`src/rtl/mantissa_normalizer_iter.sv`:
```
// Post-add/sub mantissa normaliser for the FP adder datapath; left shifts run iteratively.
// Latency: 1 cycle for add/zero/already-normal, 1 + ceil(min(lz, exp-1)/SHIFT_PER_CYCLE) for sub.
// Backpressure: result held in HOLD until out_ready; in_ready only in IDLE or HOLD&out_ready.
//
// Ports:
//   clk, rst_n                    clock (rising edge), asynchronous active-low reset
//   in_valid/in_ready             input handshake; in_* sampled only on in_valid&in_ready
//   in_mantissa/in_exponent       raw mantissa (hidden bit at MSB) and aligned biased exponent
//   in_operation/in_cout          0 = add, 1 = subtract; adder carry-out (add only)
//   out_valid/out_ready           output handshake; out_* stable while out_valid&!out_ready
//   out_mantissa/out_exponent     normalised mantissa and biased exponent
//   out_zero/out_overflow/out_underflow   mutually exclusive result flags
module mantissa_normalizer_iter #(
  parameter int MANT_W          = 11,
  parameter int EXP_W           = 5,
  parameter int SHIFT_PER_CYCLE = 1
) (
  input  logic              clk,
  input  logic              rst_n,
  input  logic              in_valid,
  output logic              in_ready,
  input  logic [MANT_W-1:0] in_mantissa,
  input  logic [EXP_W-1:0]  in_exponent,
  input  logic              in_operation,
  input  logic              in_cout,
  output logic              out_valid,
  input  logic              out_ready,
  output logic [MANT_W-1:0] out_mantissa,
  output logic [EXP_W-1:0]  out_exponent,
  output logic              out_zero,
  output logic              out_overflow,
  output logic              out_underflow
);

  typedef enum logic [1:0] {IDLE, SHIFT, HOLD} state_t;

  localparam logic [EXP_W-1:0] EXP_MAX = '1;
  localparam logic [EXP_W-1:0] EXP_ONE = EXP_W'(1);
  localparam int LZW = $clog2(MANT_W + 1);
  // Wide enough to compare leading-zero count, exponent and step size directly.
  localparam int SW  = ((EXP_W > LZW) ? EXP_W : LZW) + 1;

  state_t state;

  // Leading-zero count of the working mantissa.
  function automatic logic [LZW-1:0] count_lz(input logic [MANT_W-1:0] m);
    logic found;
    count_lz = '0;
    found    = 1'b0;
    for (int i = MANT_W - 1; i >= 0; i--) begin
      if (!found) begin
        if (m[i]) found = 1'b1;
        else      count_lz = count_lz + LZW'(1);
      end
    end
  endfunction

  logic accept;

  assign in_ready = rst_n & ((state == IDLE) | ((state == HOLD) & out_ready));
  assign accept   = in_valid & in_ready;

  // Result of the accept cycle; acc_shift means the value needs iterative left shifts.
  logic [MANT_W-1:0] acc_mant;
  logic [EXP_W-1:0]  acc_exp;
  logic              acc_zero, acc_ovf, acc_unf, acc_shift;

  always_comb begin
    acc_mant  = in_mantissa;
    acc_exp   = in_exponent;
    acc_zero  = 1'b0;
    acc_ovf   = 1'b0;
    acc_unf   = 1'b0;
    acc_shift = 1'b0;
    if (!in_operation) begin
      if (in_cout) begin
        // exp+1 reaching (or input already at) all-ones saturates to Inf.
        if (in_exponent >= (EXP_MAX - EXP_ONE)) begin
          acc_mant = '0;
          acc_exp  = EXP_MAX;
          acc_ovf  = 1'b1;
        end else begin
          acc_mant = {1'b1, in_mantissa[MANT_W-1:1]};
          acc_exp  = in_exponent + EXP_ONE;
        end
      end
    end else if (in_mantissa == '0) begin
      acc_exp  = '0;
      acc_zero = 1'b1;
    end else if (!in_mantissa[MANT_W-1]) begin
      if (in_exponent <= EXP_ONE) begin
        acc_exp = '0;
        acc_unf = 1'b1;
      end else begin
        acc_shift = 1'b1;
      end
    end
  end

  // One SHIFT iteration: step = min(lz, SHIFT_PER_CYCLE, exp-1), so exp never drops below 1 here.
  logic [SW-1:0]     lz_w, exp_m1_w, spc_w, step_w;
  logic [MANT_W-1:0] sh_mant;
  logic [EXP_W-1:0]  sh_exp;
  logic              sh_done, sh_unf;

  always_comb begin
    lz_w     = SW'(count_lz(out_mantissa));
    exp_m1_w = SW'(out_exponent) - SW'(1);
    spc_w    = SW'(SHIFT_PER_CYCLE);
    step_w   = lz_w;
    if (spc_w < step_w)    step_w = spc_w;
    if (exp_m1_w < step_w) step_w = exp_m1_w;
    sh_mant = out_mantissa << step_w;
    sh_exp  = out_exponent - step_w[EXP_W-1:0];
    sh_done = 1'b0;
    sh_unf  = 1'b0;
    if (sh_mant[MANT_W-1]) begin
      sh_done = 1'b1;
    end else if (sh_exp == EXP_ONE) begin
      // Ran out of exponent before normalising: subnormal encoding uses exp 0.
      sh_exp  = '0;
      sh_done = 1'b1;
      sh_unf  = 1'b1;
    end
  end

  always_ff @(posedge clk or negedge rst_n) begin
    if (!rst_n) begin
      state         <= IDLE;
      out_valid     <= 1'b0;
      out_mantissa  <= '0;
      out_exponent  <= '0;
      out_zero      <= 1'b0;
      out_overflow  <= 1'b0;
      out_underflow <= 1'b0;
    end else begin
      if (accept) begin
        out_mantissa  <= acc_mant;
        out_exponent  <= acc_exp;
        out_zero      <= acc_zero;
        out_overflow  <= acc_ovf;
        out_underflow <= acc_unf;
        state         <= acc_shift ? SHIFT : HOLD;
        out_valid     <= !acc_shift;
      end else begin
        case (state)
          SHIFT: begin
            out_mantissa  <= sh_mant;
            out_exponent  <= sh_exp;
            out_underflow <= sh_unf;
            if (sh_done) begin
              state     <= HOLD;
              out_valid <= 1'b1;
            end
          end
          HOLD: begin
            if (out_ready) begin
              state     <= IDLE;
              out_valid <= 1'b0;
            end
          end
          default: begin
            state     <= IDLE;
            out_valid <= 1'b0;
          end
        endcase
      end
    end
  end

endmodule

```
`config.mk`:
```
export PLATFORM = sky130hd
export DESIGN_NAME = mantissa_normalizer_iter
export DESIGN_NICKNAME = d
export VERILOG_FILES = /design/src/rtl/mantissa_normalizer_iter.sv
export SDC_FILE = /design/constraint.sdc
export NUM_CORES = 1
export LEC_CHECK = 0
export BUFFER_PORTS_ARGS = -buffer_cell sky130_fd_sc_hd__buf_2
export CAP_MARGIN = 20
export CORE_ASPECT_RATIO = 0.9
export CORE_MARGIN = 3
export CORE_UTILIZATION = 40
export CTS_CLUSTER_DIAMETER = 80
export DETAILED_ROUTE_END_ITERATION = 6
export GPL_TIMING_DRIVEN = 0
export PLACE_DENSITY = 0.65
export SYNTH_ARGS = -nofsm -noshare
export SYNTH_HDL_FRONTEND = slang
export SYNTH_SLANG_ARGS = --single-unit
```
`constraint.sdc`:
```
create_clock -name clk -period 6.4 [get_ports clk]
set_input_delay 0.64 -clock clk [delete_from_list [all_inputs] [get_ports clk]]
set_output_delay 0.64 -clock clk [all_outputs]
set_load 0.02 [all_outputs]
```
==> flow_metrics.env <==
export IMPL_synth_largest_area_cell="dfrtp_1"
export IMPL_yosysUniqueCellTypes=54
export IMPL_status="complete, no violations"
export IMPL_area_delta_synth_final_pct=28.5
export IMPL_clock_sinks=21
export IMPL_skew_ns=0.00861
export IMPL_wl_per_cell_um=14.2
export IMPL_die_x_um=84.7
export IMPL_grt_pass1_wl_um=10200
export IMPL_fin_tns_setup_ns=0
export IMPL_ys_seq_elements=21
export IMPL_ctsRootBufferMaster="clkbuf_8"
export IMPL_rsz0062_at_grt="true"
export IMPL_cts_made_buffers=3
export IMPL_yosys_warnings=0
export IMPL_synth_edf_count=0
export IMPL_hold_buffers=0
export IMPL_grt_util_all_layers_pct=18.7
export IMPL_fin_crit_ns=6.34
export IMPL_p_leak_nw=1.27
export IMPL_dp_hpwl_um=4460
export IMPL_drc=0
export IMPL_rows=25
export IMPL_initial_core_util_pct=41.9
export IMPL_yosysSeqAreaShare_pct=23.6
export IMPL_cp_start_kind="flop"
export IMPL_portBuffers=42
export IMPL_cp_slowest_stage_delay_ns=0.46
export IMPL_fmax_mhz=158
export IMPL_ant_nets=0
export IMPL_critical_path_arrival_ns=6.55
export IMPL_criticalPathCategory="reg -> reg"
export IMPL_drv_cap=0
export IMPL_crit_path_max_fanout=4
export IMPL_finish_utilization_pct=53.8
export IMPL_drt_total_wl_um=5930
export IMPL_htreeDepth=1
export IMPL_drt_initial_drc_count=155
export IMPL_nFillCells=518
export IMPL_synth_area_per_cell_sq_um=7.84
export IMPL_drive_gt1_share_pct=30.0
export IMPL_antenna_found_initial=0
export IMPL_via_per_inst=5.42
export IMPL_dr_pass1_iters=4
export IMPL_maxSlewViolCount=0
export IMPL_grt_pass1_vias=2198
export IMPL_power_frac_clock_pct=6.5
export IMPL_synth_cell_area_sq_um=2230
export IMPL_synthCells=284
export IMPL_cts_tree="built"
export IMPL_p_sw_w=0.000651
export IMPL_cts_path_max_buffers=2
export IMPL_core_area_sq_um=5320
export IMPL_combPwrFrac_pct=75.4
export IMPL_synth_most_common_cell="a21oi_1"
export IMPL_grt_max_degree=23
export IMPL_swShare_pct=47.6
export IMPL_ios=43
export IMPL_crit_required_ns=6.60
export IMPL_power_density_nw_per_um2=478
export IMPL_postSynth_asyncResetShare_pct=100
export IMPL_finalSetupViolations=0
export IMPL_synth_common_cells="a21oi_1 (31), nor2_1 (30), nand2_1 (24)"
export IMPL_p_seq_share_pct=18.1
export IMPL_fin_crit_sh_pct=99.1
export IMPL_yosys_area_top_type_share_pct=23.6
export IMPL_insertion_delay_ns=0.26
export IMPL_fin_nets=389
export IMPL_irDropWorstVdd_uv=194
export IMPL_min_path_type="in -> async"
export IMPL_r2r_start="out_mantissa[10]$_DFFE_PN0P_"
export IMPL_cpMaxStageDelayCell="dfrtp_2"
export IMPL_gp_congestion=0.876
export IMPL_die_h_um=76.8
export IMPL_clk_pin_slew_ns=0.08
export IMPL_antenna_cells=0
export IMPL_finalHoldViolCount=0
export IMPL_gr_total_overflow=0
export IMPL_synthFlopType="dfrtp_1"
export IMPL_die_area_sq_um=6500
export IMPL_synth_area_top_cells="dfrtp_1 (24%), ha_1 (8.4%), a21oi_1 (7.0%)"
export IMPL_cp_startpoint="out_mantissa[10]$_DFFE_PN0P_"
export IMPL_p_int_w=0.000716
export IMPL_cp_end_kind="flop"
export IMPL_vias=2259
## final cells by class
| class | instances | area, sq um | area share [%] |
|---|---|---|---|
| multi-input combinational | 238 | 1700 | 59.3 |
| sequential | 21 | 528 | 18.4 |
| timing repair buffer | 59 | 338 | 11.8 |
| buffer | 17 | 123 | 4.28 |
| tap | 67 | 83.8 | 2.93 |
| inverter | 11 | 43.8 | 1.53 |
| clock buffer | 3 | 41.3 | 1.44 |
| clock inverter | 1 | 7.51 | 0.262 |
## worst max-delay path: cells and delay by family (launching register included)
family,cells,cell delay (ns)
simple gates,9,1.47
buf+inv,2,0.20
fa+ha+maj,6,1.76
mux,2,0.38
compound gates,10,2.01
flops,1,0.46
## through the flow
| stage | std cells | total power (W) | setup slack [ns] | hold WS, ns | cell area (sq um) |
|---|---|---|---|---|---|
| after floorplan | 287 | 0.000837 | 0.0771 | 0.344 | 2260 |
| after global placement | 396 | 0.00102 | -0.486 | 0.462 | 2550 |
| after detailed placement | 396 | 0.00103 | -0.399 | 0.465 | 2550 |
| after CTS | 413 | 0.00128 | 0.00432 | 0.347 | 2790 |
| after global routing | 417 | 0.00149 | -0.172 | 0.355 | 2860 |
| final | 417 | 0.00137 | 0.0570 | 0.327 | 2860 |
## registers in the layout, indices dropped and copies added, names as in the netlist
register       cells
out_valid          1
out_underflow      1
out_exponent       5
out_zero           1
out_mantissa      11
state              1
out_overflow       1
## final timing paths
path	endpoint	slack (ns)	cells after the start
min in group clk	out_zero$_DFFE_PN0P_	0.48	2
max in group asynchronous	out_mantissa[9]$_DFFE_PN0P_	5.70	1
min	out_exponent[4]$_DFFE_PN0P_	0.33	1
min reg2reg	out_zero$_DFFE_PN0P_	0.48	2
max reg2reg	out_underflow$_DFFE_PN0P_	0.06	29
max	out_underflow$_DFFE_PN0P_	0.06	29
## cells in the final DEF, fill, tap and decap left out, types with 8 or more instances in the layout
cell	instances
a21oi_1	29
ha_1	10
o21ai_0	12
mux2i_1	14
nor3_1	9
nand2_1	23
nand3_1	16
buf_2	44
buf_4	20
nor2_1	27
inv_1	9
dfrtp_1	19
nor2b_1	8
## metal layers
layer | GRT usage, % | wire length, um
met3 | 1.83 | 188
met5 | 0 | 0
met1 | 27.0 | 2950
met4 | 3.32 | 34
met2 | 30.4 | 2750
## timing repair
action	4_1_cts	5_1_grt
pin swaps	24	13
gates cloned	0	0
gates resized for setup	19	9
endpoints found under the hold margin	0	0
setup endpoints to repair	4	4
buffers inserted	13	4
## power groups by stage
stage / Combinational [W] / Clock (W) / Sequential [W]
5_1_grt: 0.00113 / 0.0000995 / 0.000257
3_3_place_gp: 0.000773 / 0 / 0.000250
4_1_cts: 0.000940 / 0.0000916 / 0.000245
3_5_place_dp: 0.000780 / 0 / 0.000251
6_report: 0.00103 / 0.0000888 / 0.000247
2_1_floorplan: 0.000542 / 0 / 0.000295
## cell families after synthesis
family,synth area share (%)
AOI/OAI and AO/OA,21.0
xor gates and xnor gates,3.93
adders and majority gates,9.33
buffers and inverters,6.40
DFF,23.6
muxes,8.82
other,0.168
and+or+nand+nor,26.8
Note: power is estimated with default switching activity, not from simulation.
